==> src/rtl/chirp_frame_sequencer.sv <==
// Chirp/frame sequencer: tags a beat stream with sop/eop/frame-last using
// programmable beats-per-chirp and chirps-per-frame, buffers the tagged beats
// in a first-word-fall-through FIFO and reports frame completion.
// Optional feature: define CHIRP_FRAME_ABORT_EN to add the i_abort input.
module chirp_frame_sequencer #(
    parameter int unsigned DATA_W     = 128,
    parameter int unsigned FIFO_DEPTH = 16,
    parameter int unsigned BEAT_W     = 13,
    parameter int unsigned CHP_W      = 10
) (
    input  logic              clk,
    input  logic              rst_n,
    input  logic              i_start,
`ifdef CHIRP_FRAME_ABORT_EN
    input  logic              i_abort,
`endif
    input  logic [BEAT_W-1:0] cfg_beats,
    input  logic [CHP_W-1:0]  cfg_chirps,
    input  logic [DATA_W-1:0] s_data,
    input  logic              s_valid,
    output logic              s_ready,
    output logic [DATA_W-1:0] m_data,
    output logic              m_valid,
    input  logic              m_ready,
    output logic              m_sop,
    output logic              m_eop,
    output logic              m_flast,
    output logic              o_busy,
    output logic              o_end,
    output logic              o_cfg_err,
    output logic [CHP_W-1:0]  o_chirp_cnt
);

    localparam int unsigned PTR_W   = $clog2(FIFO_DEPTH);
    localparam int unsigned CNT_W   = PTR_W + 1;
    localparam int unsigned ENTRY_W = DATA_W + 3;

    localparam logic [CNT_W-1:0] DepthCnt = CNT_W'(FIFO_DEPTH);

    typedef enum logic [1:0] {
        StIdle,
        StRun,
        StDrain,
        StDone
    } state_e;

    state_e state_q, state_d;

    // Latched frame configuration and position counters
    logic [BEAT_W-1:0] beats_q, beats_d;
    logic [CHP_W-1:0]  chirps_q, chirps_d;
    logic [BEAT_W-1:0] beat_cnt_q, beat_cnt_d;
    logic [CHP_W-1:0]  chirp_cnt_q, chirp_cnt_d;
    logic              cfg_err_q, cfg_err_d;

    // FIFO storage and bookkeeping
    logic [ENTRY_W-1:0] mem_q [FIFO_DEPTH];
    logic [PTR_W-1:0]   wr_ptr_q, rd_ptr_q;
    logic [CNT_W-1:0]   count_q;
    logic [ENTRY_W-1:0] wr_entry;
    logic [ENTRY_W-1:0] rd_entry;

    logic abort;
    logic push;
    logic pop;
    logic flush;
    logic tag_sop;
    logic tag_eop;
    logic tag_flast;
    logic cfg_ok;

`ifdef CHIRP_FRAME_ABORT_EN
    assign abort = i_abort;
`else
    assign abort = 1'b0;
`endif

    // Input handshake: ready depends on registered occupancy only, so a pop in
    // the same cycle never frees a slot combinationally.
    assign s_ready = (state_q == StRun) && (count_q < DepthCnt);
    assign push    = s_valid && s_ready && !abort;
    assign m_valid = (count_q != '0);
    assign pop     = m_valid && m_ready;

    assign cfg_ok    = (cfg_beats != '0) && (cfg_chirps != '0);
    assign tag_sop   = (beat_cnt_q == '0);
    assign tag_eop   = (beat_cnt_q == beats_q - BEAT_W'(1));
    assign tag_flast = tag_eop && (chirp_cnt_q == chirps_q - CHP_W'(1));

    assign wr_entry = {tag_flast, tag_eop, tag_sop, s_data};
    assign rd_entry = mem_q[rd_ptr_q];

    // Outputs are forced to zero whenever no beat is presented
    assign m_data  = m_valid ? rd_entry[DATA_W-1:0] : '0;
    assign m_sop   = m_valid & rd_entry[DATA_W];
    assign m_eop   = m_valid & rd_entry[DATA_W+1];
    assign m_flast = m_valid & rd_entry[DATA_W+2];

    assign o_busy      = (state_q == StRun) || (state_q == StDrain);
    assign o_end       = (state_q == StDone);
    assign o_cfg_err   = cfg_err_q;
    assign o_chirp_cnt = chirp_cnt_q;

    // Next-state logic for the frame FSM and its counters
    always_comb begin
        state_d     = state_q;
        beats_d     = beats_q;
        chirps_d    = chirps_q;
        beat_cnt_d  = beat_cnt_q;
        chirp_cnt_d = chirp_cnt_q;
        cfg_err_d   = 1'b0;
        flush       = 1'b0;

        unique case (state_q)
            StIdle: begin
                // Start takes priority over abort here; abort is meaningless in IDLE
                if (i_start) begin
                    if (cfg_ok) begin
                        beats_d     = cfg_beats;
                        chirps_d    = cfg_chirps;
                        beat_cnt_d  = '0;
                        chirp_cnt_d = '0;
                        state_d     = StRun;
                    end else begin
                        cfg_err_d = 1'b1;
                    end
                end
            end
            StRun: begin
                if (abort) begin
                    flush       = 1'b1;
                    beat_cnt_d  = '0;
                    chirp_cnt_d = '0;
                    state_d     = StDone;
                end else if (push) begin
                    if (tag_eop) begin
                        beat_cnt_d  = '0;
                        chirp_cnt_d = chirp_cnt_q + CHP_W'(1);
                        if (tag_flast) begin
                            state_d = StDrain;
                        end
                    end else begin
                        beat_cnt_d = beat_cnt_q + BEAT_W'(1);
                    end
                end
            end
            StDrain: begin
                if (abort) begin
                    flush       = 1'b1;
                    beat_cnt_d  = '0;
                    chirp_cnt_d = '0;
                    state_d     = StDone;
                end else if (count_q == '0) begin
                    state_d = StDone;
                end
            end
            StDone: begin
                state_d = StIdle;
            end
            default: begin
                state_d = StIdle;
            end
        endcase
    end

    // FSM, configuration and counter registers
    always_ff @(posedge clk or negedge rst_n) begin
        if (!rst_n) begin
            state_q     <= StIdle;
            beats_q     <= '0;
            chirps_q    <= '0;
            beat_cnt_q  <= '0;
            chirp_cnt_q <= '0;
            cfg_err_q   <= 1'b0;
        end else begin
            state_q     <= state_d;
            beats_q     <= beats_d;
            chirps_q    <= chirps_d;
            beat_cnt_q  <= beat_cnt_d;
            chirp_cnt_q <= chirp_cnt_d;
            cfg_err_q   <= cfg_err_d;
        end
    end

    // FIFO pointers and occupancy; push+pop leaves the count unchanged
    always_ff @(posedge clk or negedge rst_n) begin
        if (!rst_n) begin
            wr_ptr_q <= '0;
            rd_ptr_q <= '0;
            count_q  <= '0;
        end else if (flush) begin
            wr_ptr_q <= '0;
            rd_ptr_q <= '0;
            count_q  <= '0;
        end else begin
            if (push) begin
                wr_ptr_q <= wr_ptr_q + PTR_W'(1);
            end
            if (pop) begin
                rd_ptr_q <= rd_ptr_q + PTR_W'(1);
            end
            if (push && !pop) begin
                count_q <= count_q + CNT_W'(1);
            end else if (!push && pop) begin
                count_q <= count_q - CNT_W'(1);
            end
        end
    end

    // FIFO storage; contents need no reset since m_* are gated by m_valid
    always_ff @(posedge clk) begin
        if (push) begin
            mem_q[wr_ptr_q] <= wr_entry;
        end
    end

endmodule

==> config.mk <==
export PLATFORM = sky130hd
export DESIGN_NAME = chirp_frame_sequencer
export DESIGN_NICKNAME = d
export VERILOG_FILES = /design/src/rtl/chirp_frame_sequencer.sv
export SDC_FILE = /design/constraint.sdc
export NUM_CORES = 2
export LEC_CHECK = 0
export CAP_MARGIN = 20
export CORE_ASPECT_RATIO = 0.7
export CORE_MARGIN = 2
export CORE_UTILIZATION = 45
export DETAILED_ROUTE_END_ITERATION = 10
export HOLD_SLACK_MARGIN = 0.08
export PLACE_DENSITY = 0.59
export SLEW_MARGIN = 40
export SYNTH_ARGS = -nofsm -noshare
export SYNTH_HDL_FRONTEND = slang
export SYNTH_SLANG_ARGS = --single-unit
==> constraint.sdc <==
create_clock -name clk -period 13.9 [get_ports clk]
set_input_delay 1.39 -clock clk [delete_from_list [all_inputs] [get_ports clk]]
set_output_delay 1.39 -clock clk [all_outputs]
set_load 0.03 [all_outputs]
==> out/results.tsv <==
stage	metric	value	unit
synth	share of Yosys cell area claimed by the top area cell type	75.6	%
timing	Max Slew Vio Count	0	
setup_path	CP endpoint kind	output pin	
setup_path	cell family with most CP delay	buffers and inverters	
setup_path	critical path arrival	5.21	ns
power	pwr dens	204	mW/mm^2
finish	most used cells in the layout excluding fill and tap cells	edfxtp_1 (2096), mux4_2 (655), clkdlybuf4s50_1 (300)	
floorplan	Total Die Area	0.189	mm^2
synth	post-synthesis average cell area	23.9	um^2
place	Port-buffer cells	301	
setup_path	critical-path cell with the highest stage delay	dfrtp_4	
timing	fmax	0.151	GHz
clock_network	quantity of hold-fixing buffers added after cts	0	
grt	maximum number of pins on one net before global-route repair	120	
place	dpl hpwl	102000	um
timing	setup TNS after final layout	0	ns
timing	share of the clock period used by the worst path	47.5	%
synth	Synthesized Nets	3665	
timing	RSZ-0062 raised after global routing	no	
hold_path	number of instances on the worst hold path	1	
clock_network	number of gates resized after CTS	0	
floorplan	Top-Level Pins	302	
clock_network	clock network latency to the later pin of the worst-skew pair	0.81	ns
clock_network	TritonCTS Sinks	2158	
grt	number of antenna violations at the first check in global routing	34	
drt	overall via count from detail_route	38000	
timing	Min Clock Period, post-route	6.60	ns
drt	number of DRC markers in iteration 0	4027	
floorplan	initial cell density of the core	45.2	%
flow_run	max capacitance violation total	0	
timing	hold violation total from the final report	0	
setup_path	Reg2Reg Depth	9	
synth	top area cells in the synthesized netlist	edfxtp_1 (76%), mux4_2 (18%), dfrtp_1 (1.9%)	
setup_path	register-to-register setup slack	9.41	ns
setup_path	largest fanout on the critical path	55	
place	pre-CTS setup slack	7.89	ns
place	post-placement cell area	0.0899	mm^2
synth	number of cells produced by synthesis	3490	
drt	post-DR vias/cell	5.80	
synth	Seq/Total Area, Yosys	77.4	%
outcome	result of the run	finished clean	
place	number of cells after detailed placement	6175	
hold_path	endpoint with the worst hold slack	count_q[4]	
synth	synth unique cells	69	
finish	NumNets Final	4080	
setup_path	start of the worst register-to-register path	state_q[1]	
timing	Setup Skew	0.0194	ns
synth	async set-or-reset flop fraction in the synthesized netlist	2.87	%
clock_network	htree depth	4	
setup_path	data required time at the worst endpoint	12.51	ns
setup_path	Critical Path Most Common Cell	mux4_2	
drt	total wire length after detailed routing	195000	um
timing	transition time at the pin with the least slew margin	0.864	ns
synth	post-synthesis cell type with the largest combined area	edfxtp_1	
setup_path	CP Class	register to output pin	
clock_network	number of buffers inserted by post-CTS setup repair	0	
finish	final standard cell count with taps included and fillers excluded	6547	
clock_network	root buffer cell	clkbuf_16	
floorplan	Die Span X	518	um
drt	drt pass-1 iters	5	
floorplan	area of the core region	0.184	mm^2
hold_path	startpoint of the worst hold path	count_q[4]	
drt	drt drc	0	
place	Placer Congestion	0.733	
clock_network	number of CTS-inserted buffers	202	
clock_network	Bufs on Longest Clock Path	3	
finish	Area Overhead vs Synth	15.6	%
setup_path	sequence of cells on the critical path	buf_12 -> buf_16 -> buf_6 -> mux4_2 -> mux4_2 -> and2_1 -> clkdlybuf4s50_1	
floorplan	count of standard-cell rows	132	
setup_path	critical path launch point type	register	
clock_network	clock-pin slew on the worst setup and hold paths	0.06	ns
finish	final design instance area without fill	0.0963	mm^2
timing	Finish-stage setup viols	0	
synth	Ys Warns	0	
timing	remaining max-slew budget at the tightest pin	42.4	%
hold_path	type of the worst min-delay path	register to register	
timing	Final WS setup	7.30	ns
finish	most common cell after layout, fill and taps aside	edfxtp_1	
grt	number of global-route vias before repair	39000	
finish	share of cells above drive strength 1	26.4	%
clock_network	clock tree from TritonCTS	built	
setup_path	Largest stage delay, worst path	0.92	ns
floorplan	Die Y	364	um
grt	global-route total usage across every layer	20.8	%
power	static leakage power	30.1	nW
power	post-layout total power	19.6	mW
setup_path	total buffers and inverters traversed by the critical path	4	
synth	number of storage elements in the synthesis netlist	2158	
setup_path	worst r2r dst	mem_q[2][88]	
drt	remaining number of nets flagged by the antenna check after routing	0	
drt	detail-routed net length per standard cell	29.8	um
synth	Synth Flop Type	edfxtp_1	
power	maximum ir drop on the vdd rail	0.147	mV
grt	wire length of the first global-routing pass	284000	um
synth	Synth Cell Area	0.0833	mm^2
grt	total global routing overflow	0	
synth	number of enable-type register cells in the synthesized netlist	2096	
how the worst max path moves through the flow:
stage,startpoint,end,slack [ns],cells after the start
floorplan,state_q[1],mem_q[4][0],8.44,9
global placement,rd_ptr_q[0],m_data[109],7.88,6
detailed placement,rd_ptr_q[0],m_data[19],7.89,7
CTS,rd_ptr_q[0],m_data[19],6.98,7
global route,rd_ptr_q[0],m_data[101],6.89,7
finish,rd_ptr_q[0],m_data[97],7.30,7
report_power, final:
part,internal [mW],total (mW),switching [mW]
combinational,3.11,6.57,3.46
clock,2.95,5.29,2.34
sequential,7.57,7.74,0.174
Yosys cell counts (7+ instances only):
library cell and count:
buf_2 9, and3_1 9, and2_1 148, buf_1 35, nand2_1 20, xor2_1 11, a22o_1 7, inv_1 23
nand4_1 8, edfxtp_1 2096, or4_1 10, mux4_2 655, ha_1 18, xnor2_1 22, nand3_1 22, nor2_1 35
nor3_1 11, mux2_2 26, dfrtp_1 62, clkbuf_1 133, o21ai_0 23, a21oi_1 23, a21o_1 9
metal layers:
metal	track usage (%)	vias up	part of all wire, %
li1	-	15800	-
met1	30.9	20800	45
met2	32.1	1091	47
met3	3.97	284	5.8
met4	5.04	32	2.1
met5	0	-	0.11
logic make-up (layout without fill, tap and decap cells):
kind of cell | Yosys count | after routing | synth area share, %
xor+xnor | 33 | 33 | 0.347
flops | 2158 | 2158 | 77.4
fa+ha+maj | 19 | 19 | 0.294
simple gates | 296 | 296 | 2.10
other cells | 0 | 9 | 0
compound gates | 99 | 99 | 0.829
buf+inv | 203 | 772 | 0.942
mux | 682 | 682 | 18.1
sequential cells by signal (all words and copies together) (netlist names):
signal	count
beat_cnt_q	13
beats_q	13
chirps_q	10
count_q	5
mem_q	2096
o_cfg_err	1
o_chirp_cnt	10
rd_ptr_q	4
state_q	2
wr_ptr_q	4
final cells by class:
class | instances | area [um^2]
Timing Repair Buffer | 390 | 4240
Clock buffer | 251 | 5310
Inverter | 24 | 90.1
Clock inverter | 107 | 901
Fill cell | 14200 | 88200
Antenna cell | 9 | 22.5
Tap cell | 2479 | 3100
Sequential cell | 2158 | 64500
Multi-Input combinational cell | 1129 | 18100
per-stage QoR:
step	utilization (%)	hold slack, ns
finish	52.2	0.517
global route	52.2	0.570
CTS	52.1	0.522
detailed placement	48.7	0.512
global placement	48.5	0.493
floorplan	-	0.465
Note: power is estimated with default switching activity, not from simulation.
